<file path="config.mk">
export PLATFORM = sky130hd
export DESIGN_NAME = sha2_digest_tx
export DESIGN_NICKNAME = d
export VERILOG_FILES = /design/src/rtl/sha2_digest_tx.sv
export SDC_FILE = /design/constraint.sdc
export NUM_CORES = 1
export LEC_CHECK = 0
export CAP_MARGIN = 20
export CORE_MARGIN = 4
export CORE_UTILIZATION = 47
export CTS_CLUSTER_SIZE = 8
export DETAILED_ROUTE_END_ITERATION = 8
export PLACE_DENSITY_LB_ADDON = 0.05
export SLEW_MARGIN = 20
export SYNTH_ARGS = -nofsm -noshare
export SYNTH_HDL_FRONTEND = slang
export SYNTH_SLANG_ARGS = --single-unit
</file>
<file path="constraint.sdc">
create_clock -name clk -period 1.8 [get_ports clk]
set_clock_uncertainty 0.05 [all_clocks]
set_input_delay 0.54 -clock clk [delete_from_list [all_inputs] [get_ports clk]]
set_output_delay 0.54 -clock clk [all_outputs]
set_load 0.05 [all_outputs]
</file>
<file path="src/rtl/sha2_digest_tx.sv">
// Serialises a latched SHA-256 digest to a UART transmitter, one character per handshake.
// Characters are lowercase ASCII hex (or raw bytes), MSB first, with an optional CR LF trailer.
module sha2_digest_tx #(
    parameter int unsigned DIGEST_BITS = 256,
    parameter bit          HEX_ASCII   = 1'b1,
    parameter bit          APPEND_EOL  = 1'b1
) (
    input  logic                   clk,
    input  logic                   rst,
    input  logic                   start,
    input  logic [DIGEST_BITS-1:0] digest,
    output logic                   busy,
    output logic                   done,
    output logic [7:0]             tx_byte,
    output logic                   transmit,
    input  logic                   is_transmitting
);

    localparam int unsigned NUM_BYTES = DIGEST_BITS / 8;
    localparam int unsigned NUM_DIG   = NUM_BYTES * (HEX_ASCII ? 2 : 1);
    localparam int unsigned NUM_CHARS = NUM_DIG + (APPEND_EOL ? 2 : 0);
    localparam int unsigned IDX_W     = (NUM_CHARS > 1) ? $clog2(NUM_CHARS) : 1;
    localparam int unsigned STEP      = HEX_ASCII ? 4 : 8;
    localparam int unsigned EOL_POS   = APPEND_EOL ? NUM_DIG : NUM_CHARS - 1;

    localparam logic [IDX_W-1:0] LAST_IDX = IDX_W'(NUM_CHARS - 1);
    localparam logic [IDX_W-1:0] EOL_IDX  = IDX_W'(EOL_POS);

    localparam logic [2:0] ST_IDLE    = 3'd0;
    localparam logic [2:0] ST_LOAD    = 3'd1;
    localparam logic [2:0] ST_SEND    = 3'd2;
    localparam logic [2:0] ST_WAIT_HI = 3'd3;
    localparam logic [2:0] ST_WAIT_LO = 3'd4;
    localparam logic [2:0] ST_FIN     = 3'd5;

    logic [2:0]             state_q, state_d;
    logic                   busy_q, busy_d;
    logic [IDX_W-1:0]       idx_q, idx_d;
    logic [DIGEST_BITS-1:0] sreg_q, sreg_d;
    logic [7:0]             tx_byte_q, tx_byte_d;
    logic [7:0]             digit_char;
    logic [7:0]             cur_char;

    function automatic logic [7:0] hex_char(input logic [3:0] n);
        // 8'h57 + n maps 10..15 onto 'a'..'f'
        hex_char = (n < 4'd10) ? (8'h30 + {4'h0, n}) : (8'h57 + {4'h0, n});
    endfunction

    // The shift register always presents the current digest character at its top
    always_comb begin
        if (HEX_ASCII) begin
            digit_char = hex_char(sreg_q[DIGEST_BITS-1 -: 4]);
        end else begin
            digit_char = sreg_q[DIGEST_BITS-1 -: 8];
        end
        if (APPEND_EOL && (idx_q >= EOL_IDX)) begin
            cur_char = (idx_q == LAST_IDX) ? 8'h0A : 8'h0D;
        end else begin
            cur_char = digit_char;
        end
    end

    always_comb begin
        state_d   = state_q;
        busy_d    = busy_q;
        idx_d     = idx_q;
        sreg_d    = sreg_q;
        tx_byte_d = tx_byte_q;
        case (state_q)
            ST_IDLE: begin
                if (start) begin
                    sreg_d  = digest;
                    idx_d   = '0;
                    busy_d  = 1'b1;
                    state_d = ST_LOAD;
                end
            end
            ST_LOAD: begin
                tx_byte_d = cur_char;
                // A character from an abandoned frame may still be on the line
                if (!is_transmitting) begin
                    state_d = ST_SEND;
                end
            end
            ST_SEND: begin
                state_d = ST_WAIT_HI;
            end
            ST_WAIT_HI: begin
                if (is_transmitting) begin
                    state_d = ST_WAIT_LO;
                end
            end
            ST_WAIT_LO: begin
                if (!is_transmitting) begin
                    if (idx_q == LAST_IDX) begin
                        state_d = ST_FIN;
                    end else begin
                        idx_d   = idx_q + IDX_W'(1);
                        sreg_d  = sreg_q << STEP;
                        state_d = ST_LOAD;
                    end
                end
            end
            ST_FIN: begin
                busy_d  = 1'b0;
                state_d = ST_IDLE;
            end
            default: begin
                state_d = ST_IDLE;
            end
        endcase
    end

    always_ff @(posedge clk) begin
        if (rst) begin
            state_q   <= ST_IDLE;
            busy_q    <= 1'b0;
            idx_q     <= '0;
            sreg_q    <= '0;
            tx_byte_q <= 8'h00;
        end else begin
            state_q   <= state_d;
            busy_q    <= busy_d;
            idx_q     <= idx_d;
            sreg_q    <= sreg_d;
            tx_byte_q <= tx_byte_d;
        end
    end

    assign busy     = busy_q;
    assign done     = (state_q == ST_FIN);
    assign transmit = (state_q == ST_SEND);
    assign tx_byte  = tx_byte_q;

endmodule

</file>
==> results.txt <==
- Total chip power: 18.7 mW
- Number of antenna violations at the first check in global routing: 0
- Power density relative to cell area: 892 nW/um2
* Clock-pin slew on the worst setup and hold paths: 0.05 ns
- Number of warnings printed during yosys synthesis: 0
- Finished Cell Area: 21000 um2
- Syn Area/Cell: 8.47 um2
- The first global-routing pass estimated 65800 um of wire.
- Final-report max-slew violation count: 0
* Status: finished, violations left
- Placeable core region: 27900 um2
- The startpoint identified for the worst hold timing path is rst.
- Summing the sequential cell areas from Yosys gives 41.3% of the chip area.
- Die Outline Area: 31000 um2
* Final net count: 2168
- Antenna cells: 0
- In this run the count of I/O pins placed on the die edge is 271.
- In the routed layout, each cell is associated on average with a via count of 5.98.
* Routability congestion estimate from global placement: 0.837
* Final WS setup: -0.218 ns
* Vias in the first global route: 12600
* Most frequent standard cell in the layout excluding fill and tap cells: nand2_1
- CP Data Required Time: 2.16 ns
* Number of placement rows: 61
- By startpoint and endpoint, the worst setup path is classified as input pin to flop.
* Total of hold buffers inserted after clock tree synthesis: 0
* Remaining DRCs: 0
- Clock latency on the worst-skew pair, taken at its later pin, is 0.51 ns.
- Global routing used 25.4% of the available tracks across all layers.
- Maximum capacitance violations: 0
- Synthesis instantiated 42 different standard cells from the library.
* Setup violators final: 256
- At the worst endpoint, the arrival time is 2.38 ns.
- The detail route stage leaves a number of antenna-violating nets equal to 0.
* Startpoint of the most critical register-to-register path: idx_q[1]$_SDFFE_PP0P_
* Count of vias placed by the detailed router: 13600
- Detailed placer's ending HPWL: 25800 um
* Min cycle time layout: 2.02 ns
- Instance area at placement: 17200 um2
* Number of clock buffers inserted by TritonCTS: 40
- Crit start category: input pin
- Wires add up to 47300 um.
- In this run the worst path has a maximum fanout of 8.
- Clock root cell: clkbuf_16
- Flip-flop and latch count after synthesis: 274
- Count of flip-flops with a built-in enable after synthesis: 0
* Global route overflow: 0
* Highest ir drop seen on vdd: 0.568 mV
- Relative to the synthesized area, the layout overhead comes to 57.9%.
- Avg WL per Cell: 20.7 um
- Once the floorplan was initialized, standard cells occupied 47.6% of the core.
* TritonCTS clock tree: built
- Number of iterations in the first detailed-routing pass: 6
- In the synthesized netlist the async set-or-reset flop fraction comes to 0%.
- Element type at the critical path end: flop
* Violated checks: setup timing
- The critical path starts at is_transmitting.
* Most frequent cells in the layout: 513 x nand2_1, 270 x dfxtp_1, 258 x clkdlybuf4s50_1
- The post-route netlist has 28.6% of its cells at a drive strength greater than 1.
- CTS built an H-tree with a depth of 2.
- Entering global routing, the biggest net connects 54 pins.
- Cells after Synth: 1567
- Summing every instance area after synthesis gives 13300 um2.
* Port Buf Inserts: 269
- Setup repair after global routing could not meet its margin everywhere.
- Hold WC Path Type: input pin to flop
- Summed over all cells, the static leakage comes to 7.69 nW.
- The detailed router finished its first iteration with 1066 violations.
- The most used flip-flop cell after synthesis is dfxtp_1.
- Post-route clock period utilization: 112%
- The clock passes through at most 3 buffers.
* F_max: 496 MHz
- Synthesized Nets: 1831
- CTS saw 274 sinks.
- The number of hold violations in the final report came to 0.
- In this run the vertical extent of the chip is 176 um.
- The die is 176 um wide.
==> per-stage QoR <==
stage	hold slack (ns)	instances	worst slack (ns)	util, %	TNS, ns
3_5_place_dp	0.414	2155	-0.597	61.8	-129.89
2_1_floorplan	0.400	1567	-0.000188	-	-0.00938
4_1_cts	0.337	2234	-0.181	68.8	-28.45
5_1_grt	0.388	2283	-0.252	75.2	-40.09
6_report	0.365	2283	-0.218	75.2	-28.14
3_3_place_gp	0.411	2155	-0.515	61.8	-117.08
==> worst max-delay path, cell delays in order <==
cell             delay, ns
clkdlybuf4s50_1       0.45
nand2b_2              0.24
a21oi_4               0.19
buf_12                0.15
buf_4                 0.12
buf_12                0.15
clkbuf_16             0.17
a21oi_1               0.09
a311oi_2              0.26
==> flip-flops by register name (all words and copies together) (netlist names) <==
| signal | flops |
|---|---|
| sreg_q | 256 |
| idx_q | 7 |
| busy | 1 |
| tx_byte | 7 |
| state_q | 3 |
==> Yosys cell counts (all sizes together) (3+ instances only) <==
master    n  share of area (%)
a211oi    3               0.17
a21oi   270                 12
a311oi  252                 21
and3b     3               0.20
buf     105                5.0
clkbuf   72                2.0
dfxtp   274                 41
ha        4               0.38
inv       5               0.14
nand2   515                 15
nand3     5               0.19
nor2      9               0.31
nor2b     4               0.19
nor3      4               0.15
o21ai    10               0.38
o31ai     4               0.23
or4       4               0.23
==> report_power, final <==
| group | total [mW] | internal, mW | switching [mW] |
|---|---|---|---|
| registers | 7.26 | 6.80 | 0.455 |
| clock network | 6.56 | 3.98 | 2.58 |
| logic | 4.87 | 2.67 | 2.20 |
==> path summary, 6_finish.rpt <==
| kind | endpoint | slack [ns] | cells after the start |
|---|---|---|---|
| worst max-delay path | sreg_q[235]$_SDFFE_PP0P_ | -0.22 | 9 |
| worst min-delay path | state_q[2]$_SDFFE_PP0P_ | 0.37 | 2 |
| worst max register to register | sreg_q[12]$_SDFFE_PP0P_ | -0.18 | 10 |
| worst min register to register | sreg_q[194]$_SDFFE_PP0P_ | 0.43 | 2 |
==> layout make-up <==
type | count | area (um2)
timing repair buffer | 472 | 6310
inverter | 5 | 18.8
sequential | 274 | 5490
fill | 1953 | 6910
clock buffer | 42 | 1030
clock inverter | 1 | 7.51
multi-input combinational | 1111 | 7620
tap | 378 | 473
==> per-layer routing <==
layer	part of all wire (%)	vias to the layer above	track usage, %
li1	-	6369	-
met1	43	6620	35.1
met2	49	560	41.5
met3	5.9	99	3.75
met4	2.6	0	7.37
met5	0	-	0
==> repair_timing <==
action	in CTS	in global routing
endpoints found under the setup margin	193	264
buffers inserted	17	22
endpoints found under the hold margin	0	0
gates resized for setup	37	170
cloned	19	35
pin swaps	11	30
==> cells by family after synthesis <==
| logic type | Yosys count | synth area share [%] |
|---|---|---|
| DFF | 274 | 41.3 |
| other | 1 | 0.0283 |
| buffers and inverters | 182 | 7.16 |
| and+or+nand+nor | 560 | 16.8 |
| xor gates and xnor gates | 2 | 0.132 |
| adders and majority gates | 4 | 0.377 |
| AOI/OAI and AO/OA | 544 | 34.2 |
(Power assumes the default switching activity.)
